[config.mk]
export PLATFORM = sky130hd
export DESIGN_NAME = axis_sequencer
export DESIGN_NICKNAME = d
export VERILOG_FILES = /design/src/rtl/axis_sequencer_pkg.sv /design/src/rtl/axis_sequencer.sv
export SDC_FILE = /design/constraint.sdc
export NUM_CORES = 1
export LEC_CHECK = 0
export BUFFER_PORTS_ARGS = -buffer_cell sky130_fd_sc_hd__buf_4
export CORE_MARGIN = 2
export CORE_UTILIZATION = 30
export CTS_BUF_LIST = sky130_fd_sc_hd__clkbuf_16
export DETAILED_ROUTE_END_ITERATION = 7
export PLACE_DENSITY = 0.54
export SLEW_MARGIN = 20
export SYNTH_ARGS = -nofsm -noshare
export SYNTH_HDL_FRONTEND = slang
export SYNTH_SLANG_ARGS = --single-unit
[constraint.sdc]
create_clock -name clk -period 3.5 [get_ports clk]
set_clock_uncertainty 0.2 [all_clocks]
set_input_delay 0.35 -clock clk [delete_from_list [all_inputs] [get_ports clk]]
set_output_delay 0.35 -clock clk [all_outputs]
set_load 0.03 [all_outputs]
[src/rtl/axis_sequencer_pkg.sv]
// axis_sequencer_pkg
//   Shared definitions for the per-axis command sequencer:
//   - coil reset pattern handed to the movers after reset
//   - sequencer state encoding
//   - default travel limit and homing step budget
package axis_sequencer_pkg;

    localparam logic [3:0]  COIL_RESET     = 4'b1100;
    localparam logic [11:0] DEF_MAX_POS    = 12'd2000;
    localparam logic [11:0] DEF_HOME_STEPS = 12'd4095;

    typedef enum logic [2:0] {
        ST_IDLE,
        ST_RUN_FWD,
        ST_RUN_BWD,
        ST_HOME,
        ST_RELEASE
    } seq_state_e;

endpackage

[src/rtl/axis_sequencer.sv]
// axis_sequencer
//   Converts absolute target / home commands into a direction plus step
//   count, runs the go/done handshake with the forward or backward mover,
//   tracks axis position and hands the last coil state back to both movers.
// Ports:
//   clk, rst_n                 clock, synchronous active-low reset
//   cmd_valid/ready/home/target command interface (accepted in IDLE only)
//   fwd_go, bwd_go, steps      request to forward / backward mover
//   fwd_done, bwd_done         mover completion
//   fwd_state, bwd_state       mover coil states
//   old_state                  last coil state, returned to both movers
//   bound_lo, bound_hi         synchronised end-stop switches
//   position, lost             axis position and position-unknown flag
//   move_done, cmd_err         one-cycle completion / reject pulses
module axis_sequencer
    import axis_sequencer_pkg::*;
#(
    parameter logic [11:0] MAX_POS    = DEF_MAX_POS,
    parameter logic [11:0] HOME_STEPS = DEF_HOME_STEPS
) (
    input  logic        clk,
    input  logic        rst_n,
    input  logic        cmd_valid,
    output logic        cmd_ready,
    input  logic        cmd_home,
    input  logic [11:0] cmd_target,
    output logic        fwd_go,
    output logic        bwd_go,
    output logic [11:0] steps,
    input  logic        fwd_done,
    input  logic        bwd_done,
    input  logic [3:0]  fwd_state,
    input  logic [3:0]  bwd_state,
    output logic [3:0]  old_state,
    input  logic        bound_lo,
    input  logic        bound_hi,
    output logic [11:0] position,
    output logic        lost,
    output logic        move_done,
    output logic        cmd_err
);

    seq_state_e  state_q, state_d;
    logic        cmd_ready_q, cmd_ready_d;
    logic        fwd_go_q, fwd_go_d;
    logic        bwd_go_q, bwd_go_d;
    logic [11:0] steps_q, steps_d;
    logic [3:0]  old_state_q, old_state_d;
    logic [11:0] position_q, position_d;
    logic [11:0] target_q, target_d;
    logic        lost_q, lost_d;
    logic        move_done_q, move_done_d;
    logic        cmd_err_q, cmd_err_d;

    always_comb begin
        state_d     = state_q;
        fwd_go_d    = fwd_go_q;
        bwd_go_d    = bwd_go_q;
        steps_d     = steps_q;
        old_state_d = old_state_q;
        position_d  = position_q;
        target_d    = target_q;
        lost_d      = lost_q;
        move_done_d = 1'b0;
        cmd_err_d   = 1'b0;

        case (state_q)
            ST_IDLE: begin
                if (cmd_valid && cmd_ready_q) begin
                    if (cmd_home) begin
                        steps_d  = HOME_STEPS;
                        bwd_go_d = 1'b1;
                        state_d  = ST_HOME;
                    end else if (lost_q || (cmd_target > MAX_POS)) begin
                        cmd_err_d = 1'b1;
                    end else if (cmd_target == position_q) begin
                        move_done_d = 1'b1;
                    end else if (cmd_target > position_q) begin
                        steps_d  = cmd_target - position_q;
                        target_d = cmd_target;
                        fwd_go_d = 1'b1;
                        state_d  = ST_RUN_FWD;
                    end else begin
                        steps_d  = position_q - cmd_target;
                        target_d = cmd_target;
                        bwd_go_d = 1'b1;
                        state_d  = ST_RUN_BWD;
                    end
                end
            end
            ST_RUN_FWD: begin
                if (fwd_done) begin
                    fwd_go_d    = 1'b0;
                    old_state_d = fwd_state;
                    // End-stop hit in the direction of travel: move was cut short.
                    if (bound_hi) lost_d     = 1'b1;
                    else          position_d = target_q;
                    state_d = ST_RELEASE;
                end
            end
            ST_RUN_BWD: begin
                if (bwd_done) begin
                    bwd_go_d    = 1'b0;
                    old_state_d = bwd_state;
                    if (bound_lo) lost_d     = 1'b1;
                    else          position_d = target_q;
                    state_d = ST_RELEASE;
                end
            end
            ST_HOME: begin
                if (bwd_done) begin
                    bwd_go_d    = 1'b0;
                    old_state_d = bwd_state;
                    if (bound_lo) begin
                        position_d = '0;
                        lost_d     = 1'b0;
                    end else begin
                        lost_d = 1'b1;
                    end
                    state_d = ST_RELEASE;
                end
            end
            ST_RELEASE: begin
                // Wait for both movers to drop done so they have reloaded old_state.
                if (!fwd_done && !bwd_done) begin
                    move_done_d = 1'b1;
                    state_d     = ST_IDLE;
                end
            end
            default: begin
                fwd_go_d = 1'b0;
                bwd_go_d = 1'b0;
                state_d  = ST_IDLE;
            end
        endcase

        cmd_ready_d = (state_d == ST_IDLE);
    end

    always_ff @(posedge clk) begin
        if (!rst_n) begin
            state_q     <= ST_IDLE;
            cmd_ready_q <= 1'b1;
            fwd_go_q    <= 1'b0;
            bwd_go_q    <= 1'b0;
            steps_q     <= '0;
            old_state_q <= COIL_RESET;
            position_q  <= '0;
            target_q    <= '0;
            lost_q      <= 1'b1;
            move_done_q <= 1'b0;
            cmd_err_q   <= 1'b0;
        end else begin
            state_q     <= state_d;
            cmd_ready_q <= cmd_ready_d;
            fwd_go_q    <= fwd_go_d;
            bwd_go_q    <= bwd_go_d;
            steps_q     <= steps_d;
            old_state_q <= old_state_d;
            position_q  <= position_d;
            target_q    <= target_d;
            lost_q      <= lost_d;
            move_done_q <= move_done_d;
            cmd_err_q   <= cmd_err_d;
        end
    end

    assign cmd_ready = cmd_ready_q;
    assign fwd_go    = fwd_go_q;
    assign bwd_go    = bwd_go_q;
    assign steps     = steps_q;
    assign old_state = old_state_q;
    assign position  = position_q;
    assign lost      = lost_q;
    assign move_done = move_done_q;
    assign cmd_err   = cmd_err_q;

endmodule

[Word level (Yosys, flattened, before mapping)]
Index checks and enable logic that the tools add are counted.
Widths: inputs -> output; s select.
Storage, ports and cells
  bits in writable memories: 0
  memory bits (read-only): 0
  word-level logic and storage cells: 118
  bits of input ports: 28
  bits in latches: 0
  bits in registers: 49
  memories kept: 0
  output and inout port bits: 34
Operators by class
  equality and inequality tests: 24
  div/mod/pow operators: 0
  add/sub/neg operators: 2
  multiplexer cells: 51
  shift-type cells: 0
  order comparisons: 2
  multiply operators: 0
  reductions and logical operators: 20
  bitwise operators: 8
Operator list (count)
  $mux 12: 10
  $pmux 12 s3: 1
  $ne 2x2->1 const B: 15
  $mux 1: 24
  $sub 12x12->12: 2
  $mux 3: 7
  $reduce_and 7->1: 2
  $eq 12x12->1: 1
  $gt 12x11->1 const B: 1
  $gt 12x12->1: 1
  $pmux 3 s4: 1
  $reduce_and 6->1: 2
  $ne 3x3->1 const B: 3
  $pmux 1 s3: 3
  $mux 4: 2
  $not 1->1: 8
  $pmux 4 s2: 1
  $eq 3x2->1 const B: 2
  $logic_not 3->1: 2
  $reduce_and 5->1: 1
  $reduce_and 4->1: 1
  $reduce_or 2->1: 2
  $reduce_or 4->1: 1
  $eq 3x1->1 const B: 1
  11 further kinds: 13

[Logic depth before layout (Yosys ltp)]
Gate-level depths: netlist of the first run.
  depth in word-level cells: 8
  depth in mapped cells: 11
  gate-level depth less buffers: 10

[Worst setup path after synthesis of the first run]
No wires, ideal clock.
  path type: flip-flop to flip-flop
  start point: reg position_q[0] (netlist: position[0])
  end point: reg steps_q[9] (netlist: steps[9])
  required time: 3.181 ns
  setup time: 0.119 ns
  clock period less this slack: 2.618 ns
  arrival: 2.299 ns
  slack: 0.882 ns
  path buffers: 1
  stages on the path, launching flop included: 11
  cell sequence: dfxtp_1 -> ha_1 -> fa_1 -> nand3b_1 -> a211oi_2 -> a211o_1 -> buf_6 -> nand2_8 -> o32ai_2 -> xnor2_1 -> o221a_1
On the way
  word-level cells in the longest chain between the ends: 5
  elaborated cells on any way between the ends: 10
  classes of those cells: add/sub (2); order compare (1); eq/ne (2); mux (4); reduce/logical (1)
RTL lines
  start: declaration: line axis_sequencer.sv:49  | logic [11:0] position_q, position_d;
  start signal: assignment: line axis_sequencer.sv:160  | position_q <= position_d;
  $sub 12x12->12, or another cell as far along: line axis_sequencer.sv:84  | steps_d = position_q - cmd_target;
  $mux 12: line axis_sequencer.sv:78  | end else if (cmd_target > position_q) begin
  $mux 12: line axis_sequencer.sv:76  | end else if (cmd_target == position_q) begin
  $mux 12: line axis_sequencer.sv:74  | end else if (lost_q || (cmd_target > MAX_POS)) begin
  $mux 12: line axis_sequencer.sv:70  | if (cmd_home) begin
  end signal: assignment: line axis_sequencer.sv:158  | steps_q <= steps_d;
  end: declaration: line axis_sequencer.sv:47  | logic [11:0] steps_q, steps_d;
Parallel ways exist; a longest one is shown, timed or not. The select of a mux whose other input is x is not followed.
A chain may end at the register's enable or synchronous reset.

[Worst setup path after layout of the first run]
Same ends and word-level chain as after synthesis.

==> results of run 1 <==
worst max-delay path: cells and delay by family, from the launching register on:
kind,cells,cell delay (ns)
AO/OA/AOI/OAI,4,1.12
adder cells (fa/ha/maj),2,0.62
AND/OR/NAND/NOR,2,0.37
flip-flops,1,0.35
XOR/XNOR,1,0.09
state kept, by name, indices dropped and copies added (netlist names):
register	count
position	12
steps	12
bwd_go	1
cmd_ready	1
lost	1
state_q	3
fwd_go	1
cmd_err	1
move_done	1
old_state	4
target_q	12
worst paths after layout:
check                           depth (start not counted)                       end  slack (ns)
worst max-delay path                                    9     steps[9]$_SDFFE_PN0P_        0.64
worst min-delay path                                    2         lost$_SDFFE_PN1P_        0.13
worst max register to register                          9     steps[9]$_SDFFE_PN0P_        0.64
worst min register to register                          2  target_q[1]$_SDFFE_PN0P_        0.26
through the flow:
| stage | instances | worst slack [ns] | hold slack, ns | total power [mW] | util [%] |
|---|---|---|---|---|---|
| finish | 587 | 0.638 | 0.126 | 1.43 | 36.9 |
| global route | 587 | 0.470 | 0.133 | 1.50 | 36.9 |
| CTS | 587 | 0.635 | 0.123 | 1.45 | 36.9 |
| detailed placement | 579 | 0.504 | 0.247 | 0.940 | 35.5 |
| global placement | 579 | 0.553 | 0.242 | 0.940 | 35.5 |
| floorplan | 402 | 0.882 | 0.237 | 0.837 | - |
cell type report:
type	count	area, µm²
multi-input combinational	305	1930
sequential	49	981
clock buffer	5	125
clock inverter	3	25.0
inverter	24	90.1
timing repair buffer	65	488
fill	1093	6510
tap	136	170
power groups by stage:
stage	sequential [mW]	combinational (mW)	clock (mW)
5_1_grt	0.614	0.349	0.533
2_1_floorplan	0.657	0.179	0
3_3_place_gp	0.622	0.317	0
6_report	0.609	0.318	0.503
4_1_cts	0.609	0.320	0.520
3_5_place_dp	0.622	0.318	0
cells by family after synthesis:
group | count (synthesis) | share of synthesized area (%)
compound gates | 119 | 23.7
mux | 7 | 2.21
simple gates | 144 | 21.9
xor+xnor | 10 | 2.76
fa+ha+maj | 25 | 10.3
buf+inv | 48 | 8.23
flops | 49 | 30.9
cell usage in the layout (no fill, tap or decap), types with 5 or more instances in the layout:
cell type / Yosys / layout
ha_1: 23 / 23
and3_1: 5 / 5
nand2_1: 57 / 57
xnor2_1: 5 / 5
o21ai_0: 26 / 26
xor2_1: 5 / 5
nand3_1: 19 / 19
buf_4: 3 / 65
clkbuf_16: 0 / 5
nand2b_1: 6 / 6
dfxtp_1: 49 / 49
a21o_1: 6 / 6
a21oi_1: 54 / 54
inv_1: 24 / 24
mux2i_1: 7 / 7
nand4_1: 5 / 5
nor2_1: 27 / 27
nor3_1: 8 / 8
per-layer routing:
| metal | GRT usage [%] | share of wire, % | vias up |
|---|---|---|---|
| li1 | - | - | 1502 |
| met1 | 22.7 | 50 | 1360 |
| met2 | 25.9 | 45 | 75 |
| met3 | 2.49 | 4.8 | 5 |
| met4 | 3.34 | 0.87 | 0 |
| met5 | 0 | 0 | - |
==> metrics.md, run 1 <==
| Metric | Value |
|---|---|
| Status | `finished clean` |
| Slew HR | `63.2%` |
| Grt ovf | `0` |
| Root buf cell | `clkbuf_16` |
| CP endpoint kind | `flip-flop` |
| Crit-path max FO | `10` |
| Core ar. | `10300 µm²` |
| Clock latency on the worst-skew pair | `0.30 ns` |
| Setup repair bufs after CTS | `0` |
| Top cell type's share of synthesized area | `30.9%` |
| FFs w/ async S/R, synth | `0%` |
| Setup TNS | `0 ns` |
| RSZ-0062 raised after global routing | `false` |
| Switching power | `0.450 mW` |
| H-tree Lvls | `2` |
| Syn nets | `455` |
| Overall routed net length | `8960 µm` |
| Vias per cell | `5.01` |
| # resized after CTS | `0` |
| Synth Cell Area | `3180 µm²` |
| Post-synth EDFFs | `0` |
| Design area | `3810 µm²` |
| Die Wd | `107 µm` |
| Routed Antenna Nets | `0` |
| # DRC | `0` |
| Hold path start | `rst_n` |
| VDD IR max | `200 µV` |
| Core Rows | `37` |
| CTS tree | `yes` |
| CP Launch Type | `flip-flop` |
| Synth Register Bits | `49` |
| Clock share of power | `35.2%` |
| Share of cells above drive strength 1 | `19.3%` |
| Worst setup path start | `position[0]$_SDFFE_PN0P_` |
| Lkg Pwr | `1.56 nW` |
| Vias in the first global route | `2916` |
| DP HPWL | `6880 µm` |
| Synth unique cells | `52` |
| Slew Viols, Final | `0` |
| Synth area leaders | `dfxtp_1 31%, ha_1 9.1%, a21oi_1 8.5%, nand2_1 6.7%, o21ai_0 4.1%` |
| Combinational power share | `22.3%` |
| Minimum clock period | `2.86 ns` |
| Switching share of power | `31.4%` |
| Port bufs | `61` |
| Largest net degree at the start of global routing | `28` |
| PD cells | `375 nW/µm²` |
| Die ar. | `11400 µm²` |
| Area Overhead vs Synth | `20.0%` |
| Max-cap viol count | `0` |
| Clock transition at path regs | `0.08 ns` |
| Die height | `107 µm` |
| Post-Syn Instances | `402` |
| Peak Freq | `0.349 GHz` |
| Global-route wire length before repair | `14800 µm` |
| Share of the clock period used by the worst path | `81.8%` |
| CP Data Arrival Time | `2.85 ns` |
| Syn_area_per_cell | `7.90 µm²` |
| Leading cell type by number of instances after synthesis | `nand2_1` |
| Worst path max stage delay | `0.40 ns` |
| Setup Crit Path Kind | `flip-flop to flip-flop` |
| Routed len/inst | `15.3 µm` |
| Post-synth top cells | `57 x nand2_1, 54 x a21oi_1, 49 x dfxtp_1, 27 x nor2_1, 26 x o21ai_0` |
| Initial antenna violation count | `0` |
| Cell taking the most area after synthesis | `dfxtp_1` |
| Drt first pass iters | `4` |
| Hold buffers post-CTS | `0` |
| Number of I/O pins | `62` |
| Critical path cell sequence | `ha_1 -> fa_1 -> nand3b_1 -> a211oi_2 -> a211o_1 -> nand2_8 -> o32ai_2 -> xnor2_1 -> o221a_1` |
| Num Clock Sinks | `49` |
| Hold crit path type | `primary input to flip-flop` |
| Inserted Clock Buffers | `5` |
| Int Pwr | `0.981 mW` |
| Final hold viol count | `0` |
| Critical path's slowest cell | `a211o_1` |
| Routed vias | `2942` |
| Main synth FF type | `dfxtp_1` |
| # nets final | `503` |
| Antenna fix cells | `0` |
| Placer Congestion | `0.914` |
| CP required | `3.48 ns` |
| Seq pwr share | `42.6%` |
| Initial DRC Count | `159` |
| Initial Util | `30.8%` |
| Synth warn | `0` |
| Total track usage | `16.1%` |
| Dpl cell area | `3660 µm²` |
| Seq/Total Area, Yosys | `30.9%` |
| Origin of the critical flop-to-flop path | `position[0]$_SDFFE_PN0P_` |
| Worst-Margin Slew | `0.552 ns` |
| Final Setup Violations | `0` |
| Max clock buf depth | `2` |
(Power assumes the default switching activity.)
==> run 2: changes to the inputs <==
Settings changed: PLACE_DENSITY 0.54 to 0.55.
Clock period 3.5 ns to 2.57 ns, I/O delays scaled along.
==> run 2 against run 1 <==
Net effect: non-clock buffer count rose by 59; die area did not move; critical endpoint unchanged; sequential share of layout area fell by 3.4 points; count of clock-buffer cells in the layout did not move; total power rose by 41%; first-iteration DRC count fell by 28%.
==> metrics.md, run 2 (synthesized netlist as in run 1, its figures left out) <==
| Metric | Value |
|---|---|
| Largest net degree at the start of global routing | `29` |
| Core ar. | `10300 µm²` |
| Root buf cell | `clkbuf_16` |
| Crit-path max FO | `7` |
| Area of the multi-input gates | `2090 µm²` |
| Core Rows | `37` |
| Die ar. | `11400 µm²` |
| CP required | `2.55 ns` |
| Peak Freq | `0.400 GHz` |
| Die Wd | `107 µm` |
| Vias per cell | `4.95` |
| Initial DRC Count | `114` |
| Status | `finished clean` |
| Critical path's slowest cell | `dfxtp_2` |
| Most frequent cells in the layout | `122 x buf_4, 57 x nand2_1, 51 x a21oi_1, 42 x dfxtp_1, 26 x nor2_1` |
| DP HPWL | `7680 µm` |
| Worst-Margin Slew | `0.604 ns` |
| RSZ-0062 raised after global routing | `true` |
| Hold crit path type | `primary input to flip-flop` |
| Critical path cell sequence | `ha_4 -> fa_2 -> nand3b_1 -> a211oi_2 -> a211o_1 -> buf_12 -> nand2_8 -> o32ai_4 -> xnor2_1 -> o221a_1` |
| Routed Antenna Nets | `0` |
| Num Clock Sinks | `49` |
| Overall routed net length | `9790 µm` |
| Worst R2R Setup Slack | `0.07 ns` |
| Max-cap viol count | `0` |
| Final Setup Violations | `0` |
| H-tree Lvls | `2` |
| Die height | `107 µm` |
| Final hold slack | `0.0361 ns` |
| FILL cells | `1043` |
| Final hold viol count | `0` |
| Clock latency on the worst-skew pair | `0.29 ns` |
| Initial antenna violation count | `0` |
| Vias in the first global route | `3087` |
| Share of cells above drive strength 1 | `34.3%` |
| Top Usage Layer GRT | `met2` |
| Placer Congestion | `0.868` |
| Worst path max stage delay | `0.33 ns` |
| VDD IR max | `282 µV` |
| Number of I/O pins | `62` |
| Antenna fix cells | `0` |
| Share of the clock period used by the worst path | `97.2%` |
| Setup TNS | `0 ns` |
| CTS tree | `yes` |
| CP endpoint kind | `flip-flop` |
| Lkg Pwr | `1.86 nW` |
| Slew Viols, Final | `0` |
| Port bufs | `61` |
| Total track usage | `17.3%` |
| Most common cell after layout, fill and taps aside | `buf_4` |
| Area Overhead vs Synth | `39.5%` |
| PD cells | `456 nW/µm²` |
| Drt first pass iters | `4` |
| Met3 usage | `2.80%` |
| Met2 usage | `27.3%` |
| # DRC | `0` |
| Max clock buf depth | `2` |
| Global-route wire length before repair | `15800 µm` |
| Clock transition at path regs | `0.07 ns` |
| # nets final | `562` |
| Grt ovf | `0` |
| Setup Crit Path Kind | `flip-flop to flip-flop` |
| Initial Util | `30.8%` |
| Minimum clock period | `2.50 ns` |
| Inserted Clock Buffers | `5` |
| Routed vias | `3196` |
| Routed len/inst | `15.2 µm` |
| CP Data Arrival Time | `2.48 ns` |
| CP Launch Type | `flip-flop` |
| Slew HR | `59.7%` |
| Sequential Area | `990 µm²` |
| Met1 GRT Util | `24.7%` |
[run 2: cell count changes in the layout (fill, tap and decap cells not counted), moves of 4 or more]
cell     previous run  this run
buf_4              65       122
dfxtp_1            49        42
dfxtp_2             0         7
ha_1               23        16
ha_4                0         6
o21ai_0            26        20
o21ai_1             0         5
nor3_1              8         4
nor3_2              1         5
[run 2: cell type report]
type	count	share of cell area, %
multi-input cells	305	47.1
flip-flops and latches	49	22.3
repair buffers	124	21.4
well taps	136	3.84
clock buffers	5	2.82
inverters	24	2.03
clock inverters	3	0.508
[run 2: what timing repair did]
action	CTS	global route
hold endpoints to repair	0	0
setup endpoints to repair	5	16
hold buffers	0	0
setup buffers	0	5
resized for setup	6	27
pin swaps	3	13
[run 2: routing by layer]
| metal | vias up | part of all wire, % |
|---|---|---|
| li1 | 1621 | - |
| met1 | 1523 | 50 |
| met2 | 43 | 46 |
| met3 | 9 | 2.8 |
| met4 | 0 | 1.0 |
| met5 | - | 0 |
[run 2: worst max-delay path, delay by kind of cell, from the launching register on]
family                   cells  cell delay [ns]
AO/OA/AOI/OAI                4             0.86
XOR/XNOR                     1             0.11
adder cells (fa/ha/maj)      2             0.49
buffers and inverters        1             0.13
flip-flops                   1             0.33
AND/OR/NAND/NOR              2             0.27
[run 2: final timing paths]
path,start,to,cells after the start
worst max-delay path,position[0]$_SDFFE_PN0P_,steps[9]$_SDFFE_PN0P_,10
worst min register to register,target_q[1]$_SDFFE_PN0P_,target_q[1]$_SDFFE_PN0P_,2
worst min-delay path,cmd_target[8],target_q[8]$_SDFFE_PN0P_,3
worst max register to register,position[0]$_SDFFE_PN0P_,steps[9]$_SDFFE_PN0P_,10
[run 2: power by group]
group | internal (mW) | switching (mW)
Sequential | 0.795 | 0.0295
Clock | 0.363 | 0.304
Combinational | 0.236 | 0.293
Total | 1.39 | 0.627
[run 2: per-stage QoR]
step / total power, mW / instance area (µm²) / util, % / setup slack [ns] / instances
2_1_floorplan: 1.14 / 3180 / - / 0.0191 / 402
3_3_place_gp: 1.34 / 4090 / 39.6 / -0.138 / 633
3_5_place_dp: 1.34 / 4090 / 39.6 / -0.202 / 633
4_1_cts: 2.02 / 4260 / 41.3 / 0.00635 / 641
5_1_grt: 2.12 / 4430 / 42.9 / -0.0177 / 646
6_report: 2.02 / 4430 / 42.9 / 0.0718 / 646
